<file path="src/rtl/execute_ctrl_pkg.sv">
// execute_ctrl_pkg: shared FSM encoding, counter width and saturating increment for execute_ctrl.
package execute_ctrl_pkg;
   localparam int CNT_W = 32;
   typedef enum logic [1:0] {EMPTY = 2'd0, FULL = 2'd1, HOLD = 2'd2} state_t;
   function automatic logic [CNT_W-1:0] sat_inc(input logic [CNT_W-1:0] v);
      return &v ? v : v + 1'b1;
   endfunction
endpackage

</file>
<file path="src/rtl/execute_ctrl_if.sv">
// execute_ctrl_if: decode/execute handshake, hazard operands, flush and perf counters.
interface execute_ctrl_if;
   import execute_ctrl_pkg::*;
   logic             dec_valid_i;
   logic             dec_ready_o;
   logic [4:0]       dec_rs1_i;
   logic [4:0]       dec_rs2_i;
   logic             dec_rs1_used_i;
   logic             dec_rs2_used_i;
   logic             dec_is_load_i;
   logic             dec_wena_i;
   logic [4:0]       dec_waddr_i;
   logic             ex_valid_o;
   logic             ex_ready_i;
   logic             flush_i;
   logic             we_o;
   logic [CNT_W-1:0] stall_cnt_o;
   logic [CNT_W-1:0] flush_cnt_o;
   modport master (
      output dec_valid_i, dec_rs1_i, dec_rs2_i, dec_rs1_used_i, dec_rs2_used_i,
             dec_is_load_i, dec_wena_i, dec_waddr_i, ex_ready_i, flush_i,
      input  dec_ready_o, ex_valid_o, we_o, stall_cnt_o, flush_cnt_o
   );
   modport slave (
      input  dec_valid_i, dec_rs1_i, dec_rs2_i, dec_rs1_used_i, dec_rs2_used_i,
             dec_is_load_i, dec_wena_i, dec_waddr_i, ex_ready_i, flush_i,
      output dec_ready_o, ex_valid_o, we_o, stall_cnt_o, flush_cnt_o
   );
endinterface

</file>
<file path="src/rtl/execute_hazard.sv">
// execute_hazard: load-use hazard detect between the load in EX and the offered instruction's sources.
module execute_hazard (
   input  logic       ex_valid,
   input  logic       ld_pend,
   input  logic [4:0] ld_waddr,
   input  logic [4:0] rs1,
   input  logic [4:0] rs2,
   input  logic       rs1_used,
   input  logic       rs2_used,
   output logic       hazard
);
   assign hazard = ex_valid & ld_pend & (ld_waddr != 5'd0) &
                   ((rs1_used & (rs1 == ld_waddr)) | (rs2_used & (rs2 == ld_waddr)));
endmodule

</file>
<file path="src/rtl/execute_ctrl.sv">
// execute_ctrl: execute-stage valid/ready control with load-use stall and flush.
// Perf counters are built only when EXEC_CTRL_PERF_EN is defined; otherwise they read 0.
module execute_ctrl
   import execute_ctrl_pkg::*;
(
   input logic         clock,
   input logic         reset,
   execute_ctrl_if.slave bus
);
   state_t     state;
   logic       ld_pend;
   logic [4:0] ld_waddr;
   logic       hazard;
   logic       ex_valid;
   logic       dec_ready;
   logic       we;
   execute_hazard u_hazard (
      .ex_valid (ex_valid),
      .ld_pend  (ld_pend),
      .ld_waddr (ld_waddr),
      .rs1      (bus.dec_rs1_i),
      .rs2      (bus.dec_rs2_i),
      .rs1_used (bus.dec_rs1_used_i),
      .rs2_used (bus.dec_rs2_used_i),
      .hazard   (hazard)
   );
   assign ex_valid        = state != EMPTY;
   assign dec_ready       = !bus.flush_i & !hazard & (!ex_valid | bus.ex_ready_i);
   assign we              = bus.dec_valid_i & dec_ready;
   assign bus.ex_valid_o  = ex_valid;
   assign bus.dec_ready_o = dec_ready;
   assign bus.we_o        = we;
   // A live instruction that neither leaves nor is replaced parks in HOLD.
   always_ff @(posedge clock) begin
      if (reset) begin
         state    <= EMPTY;
         ld_pend  <= 1'b0;
         ld_waddr <= 5'd0;
      end else begin
         state <= bus.flush_i               ? EMPTY :
                  we                        ? FULL  :
                  (ex_valid & bus.ex_ready_i) ? EMPTY :
                  ex_valid                  ? HOLD  : EMPTY;
         if (bus.flush_i) ld_pend <= 1'b0;
         else if (we) begin
            ld_pend  <= bus.dec_is_load_i & bus.dec_wena_i;
            ld_waddr <= bus.dec_waddr_i;
         end
      end
   end
`ifdef EXEC_CTRL_PERF_EN
   logic [CNT_W-1:0] stall_cnt;
   logic [CNT_W-1:0] flush_cnt;
   always_ff @(posedge clock) begin
      if (reset) begin
         stall_cnt <= '0;
         flush_cnt <= '0;
      end else begin
         if (bus.dec_valid_i & !dec_ready) stall_cnt <= sat_inc(stall_cnt);
         if (bus.flush_i & ex_valid) flush_cnt <= sat_inc(flush_cnt);
      end
   end
   assign bus.stall_cnt_o = stall_cnt;
   assign bus.flush_cnt_o = flush_cnt;
`else
   assign bus.stall_cnt_o = '0;
   assign bus.flush_cnt_o = '0;
`endif
endmodule

</file>
<file path="src/flat_wrapper.sv">
// flat-port wrapper written by rule: the top's interface ports become plain ports
module execute_ctrl_flat import execute_ctrl_pkg::*;
  (clock, reset, bus_dec_valid_i, bus_dec_rs1_i, bus_dec_rs2_i, bus_dec_rs1_used_i, bus_dec_rs2_used_i, bus_dec_is_load_i, bus_dec_wena_i, bus_dec_waddr_i, bus_ex_ready_i, bus_flush_i, bus_dec_ready_o, bus_ex_valid_o, bus_we_o, bus_stall_cnt_o, bus_flush_cnt_o);
  execute_ctrl_if bus_i ();
  input logic clock;
  input logic reset;
  input wire logic [$bits(bus_i.dec_valid_i)-1:0] bus_dec_valid_i;
  input wire logic [$bits(bus_i.dec_rs1_i)-1:0] bus_dec_rs1_i;
  input wire logic [$bits(bus_i.dec_rs2_i)-1:0] bus_dec_rs2_i;
  input wire logic [$bits(bus_i.dec_rs1_used_i)-1:0] bus_dec_rs1_used_i;
  input wire logic [$bits(bus_i.dec_rs2_used_i)-1:0] bus_dec_rs2_used_i;
  input wire logic [$bits(bus_i.dec_is_load_i)-1:0] bus_dec_is_load_i;
  input wire logic [$bits(bus_i.dec_wena_i)-1:0] bus_dec_wena_i;
  input wire logic [$bits(bus_i.dec_waddr_i)-1:0] bus_dec_waddr_i;
  input wire logic [$bits(bus_i.ex_ready_i)-1:0] bus_ex_ready_i;
  input wire logic [$bits(bus_i.flush_i)-1:0] bus_flush_i;
  output wire logic [$bits(bus_i.dec_ready_o)-1:0] bus_dec_ready_o;
  output wire logic [$bits(bus_i.ex_valid_o)-1:0] bus_ex_valid_o;
  output wire logic [$bits(bus_i.we_o)-1:0] bus_we_o;
  output wire logic [$bits(bus_i.stall_cnt_o)-1:0] bus_stall_cnt_o;
  output wire logic [$bits(bus_i.flush_cnt_o)-1:0] bus_flush_cnt_o;
  assign bus_i.dec_valid_i = bus_dec_valid_i;
  assign bus_i.dec_rs1_i = bus_dec_rs1_i;
  assign bus_i.dec_rs2_i = bus_dec_rs2_i;
  assign bus_i.dec_rs1_used_i = bus_dec_rs1_used_i;
  assign bus_i.dec_rs2_used_i = bus_dec_rs2_used_i;
  assign bus_i.dec_is_load_i = bus_dec_is_load_i;
  assign bus_i.dec_wena_i = bus_dec_wena_i;
  assign bus_i.dec_waddr_i = bus_dec_waddr_i;
  assign bus_i.ex_ready_i = bus_ex_ready_i;
  assign bus_i.flush_i = bus_flush_i;
  assign bus_dec_ready_o = bus_i.dec_ready_o;
  assign bus_ex_valid_o = bus_i.ex_valid_o;
  assign bus_we_o = bus_i.we_o;
  assign bus_stall_cnt_o = bus_i.stall_cnt_o;
  assign bus_flush_cnt_o = bus_i.flush_cnt_o;
  execute_ctrl u_core (.clock(clock), .reset(reset), .bus(bus_i));
endmodule
</file>
<file path="config.mk">
export PLATFORM = sky130hd
export DESIGN_NAME = execute_ctrl_flat
export DESIGN_NICKNAME = d
export VERILOG_FILES = /design/src/rtl/execute_ctrl_pkg.sv /design/src/rtl/execute_ctrl_if.sv /design/src/rtl/execute_hazard.sv /design/src/rtl/execute_ctrl.sv /design/src/flat_wrapper.sv
export SDC_FILE = /design/constraint.sdc
export NUM_CORES = 1
export LEC_CHECK = 0
export BUFFER_PORTS_ARGS = -buffer_cell sky130_fd_sc_hd__buf_2
export CAP_MARGIN = 20
export CORE_ASPECT_RATIO = 1.4
export CORE_MARGIN = 1.5
export CORE_UTILIZATION = 32
export CTS_CLUSTER_SIZE = 30
export DETAILED_ROUTE_END_ITERATION = 16
export GPL_TIMING_DRIVEN = 0
export PLACE_DENSITY = 0.75
export SYNTH_ARGS = -nofsm -noshare
export SYNTH_HDL_FRONTEND = slang
export SYNTH_SLANG_ARGS = --single-unit
</file>
<file path="constraint.sdc">
create_clock -name clock -period 1.7 [get_ports clock]
set_input_delay 0.085 -clock clock [delete_from_list [all_inputs] [get_ports clock]]
set_output_delay 0.085 -clock clock [all_outputs]
set_load 0.005 [all_outputs]
</file>
==> impl_metrics.sql <==
INSERT INTO impl_metrics (metric_group, metric, value, unit) VALUES
('logic_synthesis', 'mapped_avg_cell_area', '8.23', 'µm²'),
('sta', 'grt_setup_unrepaired', 'yes', ''),
('sta', 'timing.hold.ws', '0.0425', 'ns'),
('worst_setup_path', 'critical_path.reg2reg.startpoint', 'u_core.ld_waddr[1]', ''),
('clock_network', 'cts_tree', 'yes', ''),
('drt', 'drtPass1Iterations', '4', ''),
('drt', 'initialDrtViolationCount', '12', ''),
('run_status', 'outcome', 'finished clean', ''),
('layout', 'flow.area_growth_from_synthesis', '53.3', '%'),
('worst_setup_path', 'timing.critical_path.from', 'u_core.ld_waddr[1]', ''),
('layout', 'final_design_area_no_fill', '1430', 'µm²'),
('worst_setup_path', 'endpoint_kind', 'register', ''),
('floorplan', 'initial_core_util', '0.345', ''),
('floorplan', 'floorplan.die_area', '3240', 'µm²'),
('logic_synthesis', 'synth_sequential_area_ratio', '0.172', ''),
('floorplan', 'row_count', '22', ''),
('place', 'dp.final_hpwl', '1.46', 'mm'),
('power', 'worst_ir_drop_vdd', '0.295', 'mV'),
('drt', 'avgRoutedWirePerCell', '6.64', 'µm'),
('clock_network', 'htreeDepth', '1', ''),
('floorplan', 'die_h', '66.8', 'µm'),
('sta', 'setup_ws', '0.00330', 'ns'),
('worst_hold_path', 'worst_hold_path.num_cells', '2', ''),
('power', 'leakagePower', '0.845', 'nW'),
('place', 'placement.io_buffers', '26', ''),
('sta', 'timing.final.setup_violations', '0', ''),
('global_route', 'number_of_global_route_vias_before_repair', '590', ''),
('place', 'gp_congestion', '0.667', ''),
('layout', 'drive_above_1_share', '0.500', ''),
('layout', 'fillerInstances', '280', ''),
('clock_network', 'clock_input_transition_at_the_sequential_cells_of_the_worst_setup_and_hold_paths', '0.06', 'ns'),
('power', 'power_density', '423', 'nW/µm²'),
('drt', 'route.layer.met1.wl', '588', 'µm'),
('logic_synthesis', 'syn_area', '930', 'µm²'),
('floorplan', 'standard_cell_core_area', '2700', 'µm²'),
('worst_setup_path', 'worstRegToRegCells', '6', ''),
('global_route', 'overflow', '0', ''),
('floorplan', 'die_x', '48.6', 'µm'),
('worst_hold_path', 'min_to', 'u_core.ld_waddr[4]', ''),
('clock_network', 'cts_root_buf', 'clkbuf_4', ''),
('layout', 'most-common-layout-cells', 'buf_4, conb_1, buf_2', ''),
('drt', 'detail_route.wirelength', '1.62', 'mm'),
('worst_hold_path', 'timing.hold.worst.class', 'in -> reg', ''),
('drt', 'vias_per_cell', '3.20', ''),
('layout', 'nets', '234', ''),
('sta', 'post-route-min-period', '1.70', 'ns'),
('global_route', 'groute.usage.overall', '0.0967', ''),
('sta', 'report.final.slew_viol_count', '0', ''),
('clock_network', 'insertion_delay', '0.25', 'ns'),
('global_route', 'pin_count_of_the_biggest_net_entering_global_routing', '7', ''),
('worst_setup_path', 'worst_ep_required_time', '1.84', 'ns'),
('layout', 'layout.cells.most_common', 'buf_4', ''),
('logic_synthesis', 'yosysWarnings', '0', ''),
('sta', 'finalClockSkew', '0.0112', 'ns'),
('clock_network', 'cts_stage_hold_buffer_count', '0', ''),
('sta', 'timing.fmax', '0.589', 'GHz'),
('worst_setup_path', 'worst-path-max-fanout', '5', ''),
('drt', 'detailroute.via_count', '781', ''),
('drt', 'highest_routed_layer', 'met4', ''),
('sta', 'final_worst_path_period_share', '0.998', ''),
('global_route', 'wire_length_of_the_first_global_routing_pass', '2.43', 'mm'),
('worst_setup_path', 'crit_type', 'reg -> reg', ''),
('worst_hold_path', 'hold_path.startpoint', 'bus_dec_waddr_i[4]', ''),
('drt', 'dr_wl_met2', '729', 'µm'),
('drt', 'route.detailed.drc', '0', ''),
('logic_synthesis', 'synth.lib_cells_used.distinct', '20', ''),
('clock_network', 'clock-sinks', '8', ''),
('layout', 'antenna_cells', '0', ''),
('drt', 'dr_wl_met3', '296', 'µm'),
('worst_setup_path', 'slack_of_the_worst_reg_to_reg_path', '0.003', 'ns'),
('place', 'place_ws', '-0.0187', 'ns');
[synthesized netlist by cell type (all sizes together)]
| master | n | share of area |
|---|---|---|
| a211oi | 1 | 0.022 |
| mux2i | 1 | 0.011 |
| nand2b | 2 | 0.013 |
| or4 | 1 | 0.0081 |
| nand4 | 2 | 0.013 |
| or2 | 1 | 0.0067 |
| buf | 64 | 0.52 |
| xnor2 | 10 | 0.094 |
| o22ai | 1 | 0.0067 |
| conb | 1 | 0.0040 |
| nor2b | 1 | 0.0067 |
| a21o | 1 | 0.0081 |
| a22o | 5 | 0.047 |
| nand3 | 1 | 0.0054 |
| a21oi | 3 | 0.016 |
| nand2 | 5 | 0.020 |
| dfxtp | 8 | 0.17 |
| nor2 | 3 | 0.017 |
| nor3 | 2 | 0.011 |
[timing repair]
action                     CTS  global route
setup buffers                3             0
gates resized for setup      9             1
setup endpoints to repair    7             7
pin swaps                    4             3
[stage by stage]
step | util | std cells | total power [W]
after detailed placement | 0.497 | 238 | 0.000437
after floorplan | - | 176 | 0.000394
after global routing | 0.528 | 244 | 0.000650
after global placement | 0.497 | 238 | 0.000436
final | 0.528 | 244 | 0.000602
after CTS | 0.526 | 244 | 0.000606
[flip-flops by register name, indices dropped and copies added (netlist names)]
| register | cells |
|---|---|
| u_core.ld_pend | 1 |
| u_core.state | 2 |
| u_core.ld_waddr | 5 |
[critical path, stage by stage (launching register included)]
cell and delay, ns:
dfxtp_4 0.34, or4_4 0.54, nor2_4 0.13, buf_4 0.12
nor3_1 0.03, a21o_1 0.23, a22o_1 0.19
[report_power, final]
part	internal, W	switching [W]	leakage, nW
Sequential	0.000194	0.00000703	0.0667
Combinational	0.000157	0.000100	0.764
Clock	0.0000807	0.0000634	0.0138
[layer usage]
metal  global-route usage  up-vias
li1                     -      431
met1                0.101      284
met2                0.161       64
met3               0.0516        2
met4               0.0429        0
met5                    0        -
[logic make-up after synthesis]
family,synth area share
DFF,0.172
muxes,0.0108
buffers and inverters,0.517
other,0.00403
AOI/OAI and AO/OA,0.0996
xor gates and xnor gates,0.0942
and+or+nand+nor,0.102
[worst max-delay path by stage]
stage | end | slack (ns) | cells after the start
after floorplan | u_core.ld_waddr[0] | 0.13 | 5
after global placement | u_core.ld_waddr[4] | -0.002 | 5
after CTS | bus_we_o | -0.04 | 5
after global routing | bus_we_o | -0.1 | 5
after detailed placement | u_core.ld_waddr[0] | -0.02 | 5
final | u_core.ld_waddr[2] | 0.003 | 6
[layout make-up]
class	instances	area [µm²]	area share
Sequential cell	8	168	0.118
Timing Repair Buffer	29	153	0.107
Multi-Input combinational cell	104	557	0.391
Buffer	64	480	0.337
Tap cell	36	45.0	0.0316
Clock buffer	3	22.5	0.0158
(Power assumes the default switching activity.)
